File: config.mk
export PLATFORM = sky130hd
export DESIGN_NAME = xgmii_lb_delay_line
export DESIGN_NICKNAME = d
export VERILOG_FILES = /design/src/rtl/xgmii_lb_delay_line.sv
export SDC_FILE = /design/constraint.sdc
export NUM_CORES = 1
export LEC_CHECK = 0
export CAP_MARGIN = 20
export CORE_ASPECT_RATIO = 0.75
export CORE_MARGIN = 2
export CORE_UTILIZATION = 45
export CTS_BUF_LIST = sky130_fd_sc_hd__clkbuf_8
export CTS_CLUSTER_DIAMETER = 50
export DETAILED_ROUTE_END_ITERATION = 10
export DONT_BUFFER_PORTS = 1
export PLACE_DENSITY_LB_ADDON = 0.1
export SYNTH_ARGS = -nofsm -noshare
export SYNTH_HDL_FRONTEND = slang
export SYNTH_SLANG_ARGS = --single-unit
File: constraint.sdc
create_clock -name clk_i -period 2.4 [get_ports clk_i]
set_input_delay 0.48 -clock clk_i [delete_from_list [all_inputs] [get_ports clk_i]]
set_output_delay 0.48 -clock clk_i [all_outputs]
set_load 0.01 [all_outputs]
File: src/rtl/xgmii_lb_delay_line.sv
// Shift-register delay line with a selectable tap; the MSB of each word is a valid flag
// and is the only bit cleared by reset.
module xgmii_lb_delay_line #(
  parameter int WIDTH = 37,
  parameter int DEPTH = 16
) (
  input  logic                       clk_i,
  input  logic                       rst_i,
  input  logic [WIDTH-1:0]           din_i,
  input  logic [$clog2(DEPTH):0]     sel_i,
  output logic [WIDTH-1:0]           tap_o
);

  localparam int SEL_W = $clog2(DEPTH) + 1;

  logic             vld_q [DEPTH];
  logic [WIDTH-2:0] dat_q [DEPTH];

  always_ff @(posedge clk_i or posedge rst_i) begin
    if (rst_i) begin
      for (int i = 0; i < DEPTH; i++) vld_q[i] <= 1'b0;
    end else begin
      vld_q[0] <= din_i[WIDTH-1];
      for (int i = 1; i < DEPTH; i++) vld_q[i] <= vld_q[i-1];
    end
  end

  always_ff @(posedge clk_i) begin
    dat_q[0] <= din_i[WIDTH-2:0];
    for (int i = 1; i < DEPTH; i++) dat_q[i] <= dat_q[i-1];
  end

  // Entry k holds the word presented k+1 cycles ago, so select n maps to entry n-1.
  always_comb begin
    tap_o = {vld_q[0], dat_q[0]};
    for (int i = 1; i < DEPTH; i++) begin
      if (sel_i == SEL_W'(i + 1)) tap_o = {vld_q[i], dat_q[i]};
    end
  end

endmodule

==> results.py, run 1 <==
metrics = {
    "critical_path": {
        "reg2reg_to": "dat_q[0][152]",
        "r2r_slack_ns": 1.83,
        "crit_path_start_kind": "flip-flop",
        "r2r_start": "dat_q[0][116]",
        "cp_max_fo": 2,
        "reg2reg_depth": 1,
        "worstPathArrival_ns": 2.49,
        "critPathKind": "flip-flop to primary output",
        "end_kind": "primary output",
        "critPathRequiredTime_ns": 1.92,
    },
    "yosys": {
        "ys_seq_elements": 592,
        "async_reset_ff_share_pct": 2.70,
        "synthCells": 1476,
        "yosysTopAreaCell": "dfxtp_1",
        "synthFlopType": "dfxtp_1",
        "synth-warning-count": 0,
        "synth_most_common_cell": "dfxtp_1",
        "synth_commonest_cells": "dfxtp_1 (576), o21ai_0 (125), a21oi_1 (112)",
        "synth_edf_count": 0,
        "synth_cell_types": 66,
        "syn_nets": 1520,
        "synth_area_leaders": "dfxtp_1 (68%), o21ai_0 (3.7%), a21oi_1 (3.3%), dfrtp_1 (2.3%), o22ai_1 (1.9%)",
        "synth_top_cell_area_share_pct": 67.5,
        "synth_area_per_cell_um2": 11.6,
        "synth_area_um2": 17100,
        "ys_seq_area_share_pct": 69.9,
    },
    "status": {
        "violations": "negative setup slack",
        "status": "finished, violations left",
    },
    "sta": {
        "finalClockSkew_ns": 0.0273,
        "maxSlewHeadroom_pct": 52.8,
        "setup_ws_ns": -0.573,
        "fmax_mhz": 336,
        "min_period_over_period_pct": 124,
        "worst_slew_pin_slew_ns": 0.707,
        "setup_viol": 37,
        "post-route-min-period_ns": 2.97,
        "hold_viol_final": 0,
        "rsz0062_at_grt": "yes",
        "fin_setup_tns_ns": -9.88,
        "maxSlewViolCount": 0,
    },
    "power_and_ir_drop": {
        "p_seq_share_pct": 51.7,
        "power_w": 0.0206,
        "p_sw_w": 0.00479,
        "leakagePower_nw": 8.97,
        "cellPowerDensity_nw_per_um2": 921,
        "pwr-share-clk_pct": 42.1,
        "swShare_pct": 23.2,
        "comb_power_share_pct": 6.2,
        "power.internal_w": 0.0158,
        "ir_drop_mv": 0.479,
    },
    "clocking": {
        "cts_tree": "yes",
        "h-tree-depth": 3,
        "numCtsBuffers": 88,
        "clock-sinks": 592,
        "cts.reportedPaths.clkPinSlew_ns": 0.07,
        "cts-root-buf": "clkbuf_8",
        "clock_path_buffers": 3,
        "clock_latency_ns": 0.65,
    },
    "global_route": {
        "grt_pass1_vias": 11900,
        "grt-ovfl-total": 0,
        "grt_first_pass_wirelength_um": 73300,
        "grt_max_degree": 85,
        "antenna_found_initial": 0,
        "grtUsageTotal_pct": 24.2,
    },
    "worst_hold_path": {
        "min_delay_path_depth": 0,
        "whs_endpoint": "dat_q[1][21]",
        "min-delay-start": "dat_q[0][273]",
        "hold_path.class": "flip-flop to flip-flop",
    },
    "detailed_routing": {
        "via_per_inst": 5.41,
        "wl_per_cell_um": 21.1,
        "routed_wl_um": 48300,
        "route.vias.total": 12300,
        "drt-initial-drc-count": 1235,
        "drt_drc_violations_left": 0,
        "dr.pass1.iters": 5,
        "antenna_left": 0,
    },
    "die": {
        "ios": 81,
        "die_area_um2": 39600,
        "dieWidth_um": 229,
        "start_util_pct": 45.9,
        "die_h_um": 173,
        "core_um2": 37200,
        "rows": 61,
    },
    "finish": {
        "final_cell_area_um2": 22400,
        "n_fill_cell": 3075,
        "multi_input_area_um2": 5740,
        "diodes": 0,
        "drive_gt1_share_pct": 28.8,
        "synthToLayoutAreaGrowth_pct": 31.2,
        "fin_util_pct": 60.2,
        "regArea_um2": 11900,
        "num-nets-final": 1750,
        "layoutNonFillerInstCount": 2282,
    },
    "place": {
        "post_dp_cell_area_um2": 18800,
        "place_hpwl_um": 32800,
        "port_buffers": 0,
        "dp.cells": 2065,
        "place_congestion": 0.831,
    },
    "run": {
        "max-cap-violations": 0,
    },
}
-- worst max-delay path: stages, from the launching register on --
cell      delay [ns]
dfxtp_2         0.32
or3_4           0.32
o22ai_2         0.11
a211oi_2        0.06
nand4b_1        0.34
a221oi_2        0.33
buf_4           0.16
o21ai_2         0.05
buf_4           0.16
-- layer usage --
metal / up-vias / part of all wire, % / GRT usage, %
li1: 5860 / - / -
met1: 5972 / 53 / 40.6
met2: 460 / 37 / 29.3
met3: 57 / 8.0 / 6.73
met4: 0 / 1.2 / 5.52
met5: - / 0 / 0
-- how the worst max path moves through the flow --
stage                 startpoint         to  slack, ns
detailed placement      sel_i[4]  tap_o[12]      -0.63
global route        dat_q[0][91]  tap_o[19]      -0.64
CTS                 dat_q[0][91]  tap_o[19]      -0.61
floorplan               sel_i[2]  tap_o[31]      -0.09
finish              dat_q[0][91]  tap_o[19]      -0.57
global placement        sel_i[4]  tap_o[12]      -0.62
-- cell type report --
cell class | count | area share, %
clock buffers | 120 | 7.37
clock inverters | 42 | 1.31
inverters | 6 | 0.101
multi-input cells | 783 | 25.6
flip-flops and latches | 592 | 53.3
well taps | 504 | 2.81
repair buffers | 235 | 9.48
-- layout by cell type, fill, tap and decap left out, drive strengths merged, types with 4 or more instances in the layout --
cell,n
dfxtp,576
buf,197
o21ai,138
clkbuf,120
a21oi,114
nor2,90
nand2,70
o22ai,54
dlygate4sd3,38
nor3,36
o211ai,30
inv,30
a221oi,30
a22oi,29
a31oi,19
dfrtp,16
nand3,16
o31ai,14
a211oi,14
o22a,13
clkinv,12
and3,9
nand2b,9
a22o,8
or2,8
a222oi,7
a221o,5
o21a,5
o41ai,5
mux2i,5
or3,5
bufinv,4
nand3b,4
o311ai,4
or3b,4
nor2b,4
-- per-stage QoR --
step                hold WS (ns)  worst slack, ns
floorplan                  0.323          -0.0946
global placement           0.328           -0.621
detailed placement         0.332           -0.626
CTS                        0.337           -0.606
global route               0.342           -0.637
finish                     0.337           -0.573
-- power by group through the flow --
stage               clock (W)  combinational [W]  sequential (W)
floorplan                   0           0.000623          0.0107
global placement            0            0.00104          0.0108
detailed placement          0            0.00103          0.0109
CTS                   0.00884            0.00121          0.0106
global route          0.00932            0.00137          0.0107
finish                0.00868            0.00129          0.0107
-- sequential cells by signal (all words and copies together) (netlist names) --
register	count
vld_q	16
dat_q	576
-- kinds of logic (layout without fill, tap and decap cells) --
group | count (synthesis) | count (layout) | share of synthesized area (%)
AND/OR/NAND/NOR | 263 | 264 | 7.49
buffers and inverters | 102 | 403 | 2.93
flip-flops | 592 | 592 | 69.9
AO/OA/AOI/OAI | 511 | 511 | 19.2
multiplexers | 8 | 8 | 0.491
-- repair_timing --
action                     in CTS  in global routing
setup endpoints to repair      37                 37
cloned                          3                  0
setup buffers                  20                  7
resized for setup             190                 64
hold buffers                   38                  0
pin swaps                      83                 54
hold endpoints to repair       53                  0
Note: power is estimated with default switching activity, not from simulation.
==> run 2: changes to the inputs <==
- CTS_BUF_LIST: sky130_fd_sc_hd__clkbuf_8 -> sky130_fd_sc_hd__clkbuf_4
- TNS_END_PERCENT: default -> 5
==> run 2 against run 1 <==
- the run still ends with negative setup slack left
- wire length shrank 0.87%
- first-iteration DRC count is 5.4% lower
- critical path depth decreased by 1
==> results.py, run 2 (synthesis gave the netlist of run 1 again) <==
metrics = {
    "place": {
        "place_congestion": 0.830,
        "place_ws_ns": -0.695,
        "place_hpwl_um": 33100,
        "post_dp_cell_area_um2": 18700,
        "dp.cells": 2063,
        "port_buffers": 0,
    },
    "critical_path": {
        "r2r_slack_ns": 1.88,
        "r2r_start": "vld_q[8]",
        "worstPathArrival_ns": 2.58,
        "critPathRequiredTime_ns": 1.92,
        "reg2reg_to": "vld_q[7]",
        "critPathKind": "flip-flop to primary output",
        "end_kind": "primary output",
        "cp_max_fo": 2,
        "crit_path_start_kind": "flip-flop",
        "reg2reg_depth": 0,
    },
    "sta": {
        "hold_viol_final": 0,
        "worst_slew_pin_slew_ns": 0.699,
        "setup_viol": 37,
        "maxSlewHeadroom_pct": 53.4,
        "holdWs_ns": 0.200,
        "rsz0062_at_grt": "yes",
        "fmax_mhz": 326,
        "post-route-min-period_ns": 3.06,
        "finalClockSkew_ns": 0.0282,
        "min_period_over_period_pct": 128,
        "setup_ws_ns": -0.664,
        "maxSlewViolCount": 0,
    },
    "status": {
        "status": "finished, violations left",
        "violations": "negative setup slack",
    },
    "global_route": {
        "antenna_found_initial": 1,
        "grt_pass1_vias": 12200,
        "grt_max_degree": 85,
        "grt-ovfl-total": 0,
        "grtUsageTotal_pct": 24.1,
        "grt_first_pass_wirelength_um": 72700,
    },
    "finish": {
        "synthToLayoutAreaGrowth_pct": 25.0,
        "largest_register_ffs": 576,
        "top_regs": "dat_q: 576 flops, vld_q: 16 flops",
        "n_fill_cell": 3288,
        "drive_gt1_share_pct": 27.5,
        "final_cell_area_um2": 21400,
        "max_flop_register": "dat_q",
        "layoutNonFillerInstCount": 2334,
        "final_common_cell": "dfxtp_1",
        "multi_input_area_um2": 5150,
        "mostFrequentLayoutCells": "dfxtp_1 (570), clkbuf_4 (199), buf_4 (165)",
        "num-nets-final": 1786,
        "regArea_um2": 11900,
    },
    "die": {
        "die_h_um": 173,
        "core_um2": 37200,
        "start_util_pct": 45.9,
        "die_area_um2": 39600,
        "rows": 61,
        "ios": 81,
        "dieWidth_um": 229,
    },
    "power_and_ir_drop": {
        "cellPowerDensity_nw_per_um2": 937,
        "ir_drop_mv": 0.422,
        "leakagePower_nw": 8.66,
    },
    "detailed_routing": {
        "routed_wl_um": 47800,
        "via_per_inst": 5.31,
        "wl_per_cell_um": 20.5,
        "drt_drc_violations_left": 0,
        "drt-initial-drc-count": 1168,
        "antenna_left": 0,
        "dr.pass1.iters": 8,
        "route.vias.total": 12400,
    },
    "run": {
        "max-cap-violations": 0,
    },
    "clocking": {
        "h-tree-depth": 4,
        "post_cts_buffers": 0,
        "clock-sinks": 592,
        "clock_latency_ns": 0.82,
        "cts_tree": "yes",
        "cts-root-buf": "clkbuf_4",
        "clock_path_buffers": 3,
        "cts.reportedPaths.clkPinSlew_ns": 0.07,
        "numCtsBuffers": 143,
    },
    "worst_hold_path": {
        "hold_path.class": "primary input to asynchronous set/reset pin",
    },
}
[run 2: cell count changes in the layout (fill, tap and decap cells not counted), moves of 7 or more]
cell,before,now
clkinv_1,0,20
clkbuf_4,0,199
o21ai_4,10,0
buf_6,26,8
buf_4,156,165
a21oi_1,81,101
o21ai_0,93,115
inv_1,29,6
a21oi_4,13,2
clkinv_2,11,0
nor3_1,20,29
a21oi_2,20,11
clkbuf_8,120,0
o21ai_2,17,10
[run 2: cell type report]
type / count / share of cell area, %
Antenna cell: 1 / 0.0117
Multi-Input combinational cell: 782 / 24.1
Tap cell: 504 / 2.95
Timing Repair Buffer: 217 / 8.54
Sequential cell: 592 / 55.9
Clock buffer: 199 / 7.00
Inverter: 6 / 0.105
Clock inverter: 33 / 1.35
[run 2: per-layer routing]
layer	global-route usage (%)	vias up	wire length [um]
met2	29.6	435	17900
met3	7.14	40	3500
met5	0	-	0
met4	6.28	0	435
li1	-	5999	-
met1	39.6	5918	26000
[run 2: worst max path at each step]
stage	start	endpoint	slack [ns]	cells past startpoint
2_1_floorplan	sel_i[2]	tap_o[31]	-0.09	9
3_3_place_gp	sel_i[4]	tap_o[26]	-0.65	8
3_5_place_dp	sel_i[4]	tap_o[5]	-0.69	8
4_1_cts	dat_q[0][91]	tap_o[19]	-0.74	7
5_1_grt	dat_q[0][91]	tap_o[19]	-0.83	7
6_report	dat_q[0][91]	tap_o[19]	-0.66	7
[run 2: power by group]
part	switching [W]	total [W]	leakage (nW)	internal (W)
logic	0.000658	0.00118	2.56	0.000521
registers	0.000286	0.0107	5.05	0.0104
clock network	0.00374	0.00818	1.05	0.00444
[run 2: metrics by stage]
stage	setup TNS, ns	power [W]	util, %
final	-10.92	0.0200	57.3
after global routing	-14.61	0.0209	57.3
after CTS	-12.61	0.0201	56.7
after detailed placement	-14.72	0.0119	50.3
after global placement	-13.33	0.0119	50.3
after floorplan	-1.74	0.0114	-
[run 2: critical path, stage by stage (launching register included)]
cell,delay (ns)
dfxtp_1,0.31
or3_1,0.32
o22ai_2,0.14
a211oi_2,0.07
nand4b_1,0.33
a221oi_2,0.37
o21ai_2,0.11
buf_4,0.16
[run 2: timing repair]
action                                 in CTS  in global routing
setup endpoints to repair                  37                 37
hold buffers                               38                  0
pin swaps                                  36                 19
resized for setup                          61                 50
endpoints found under the hold margin      53                  0
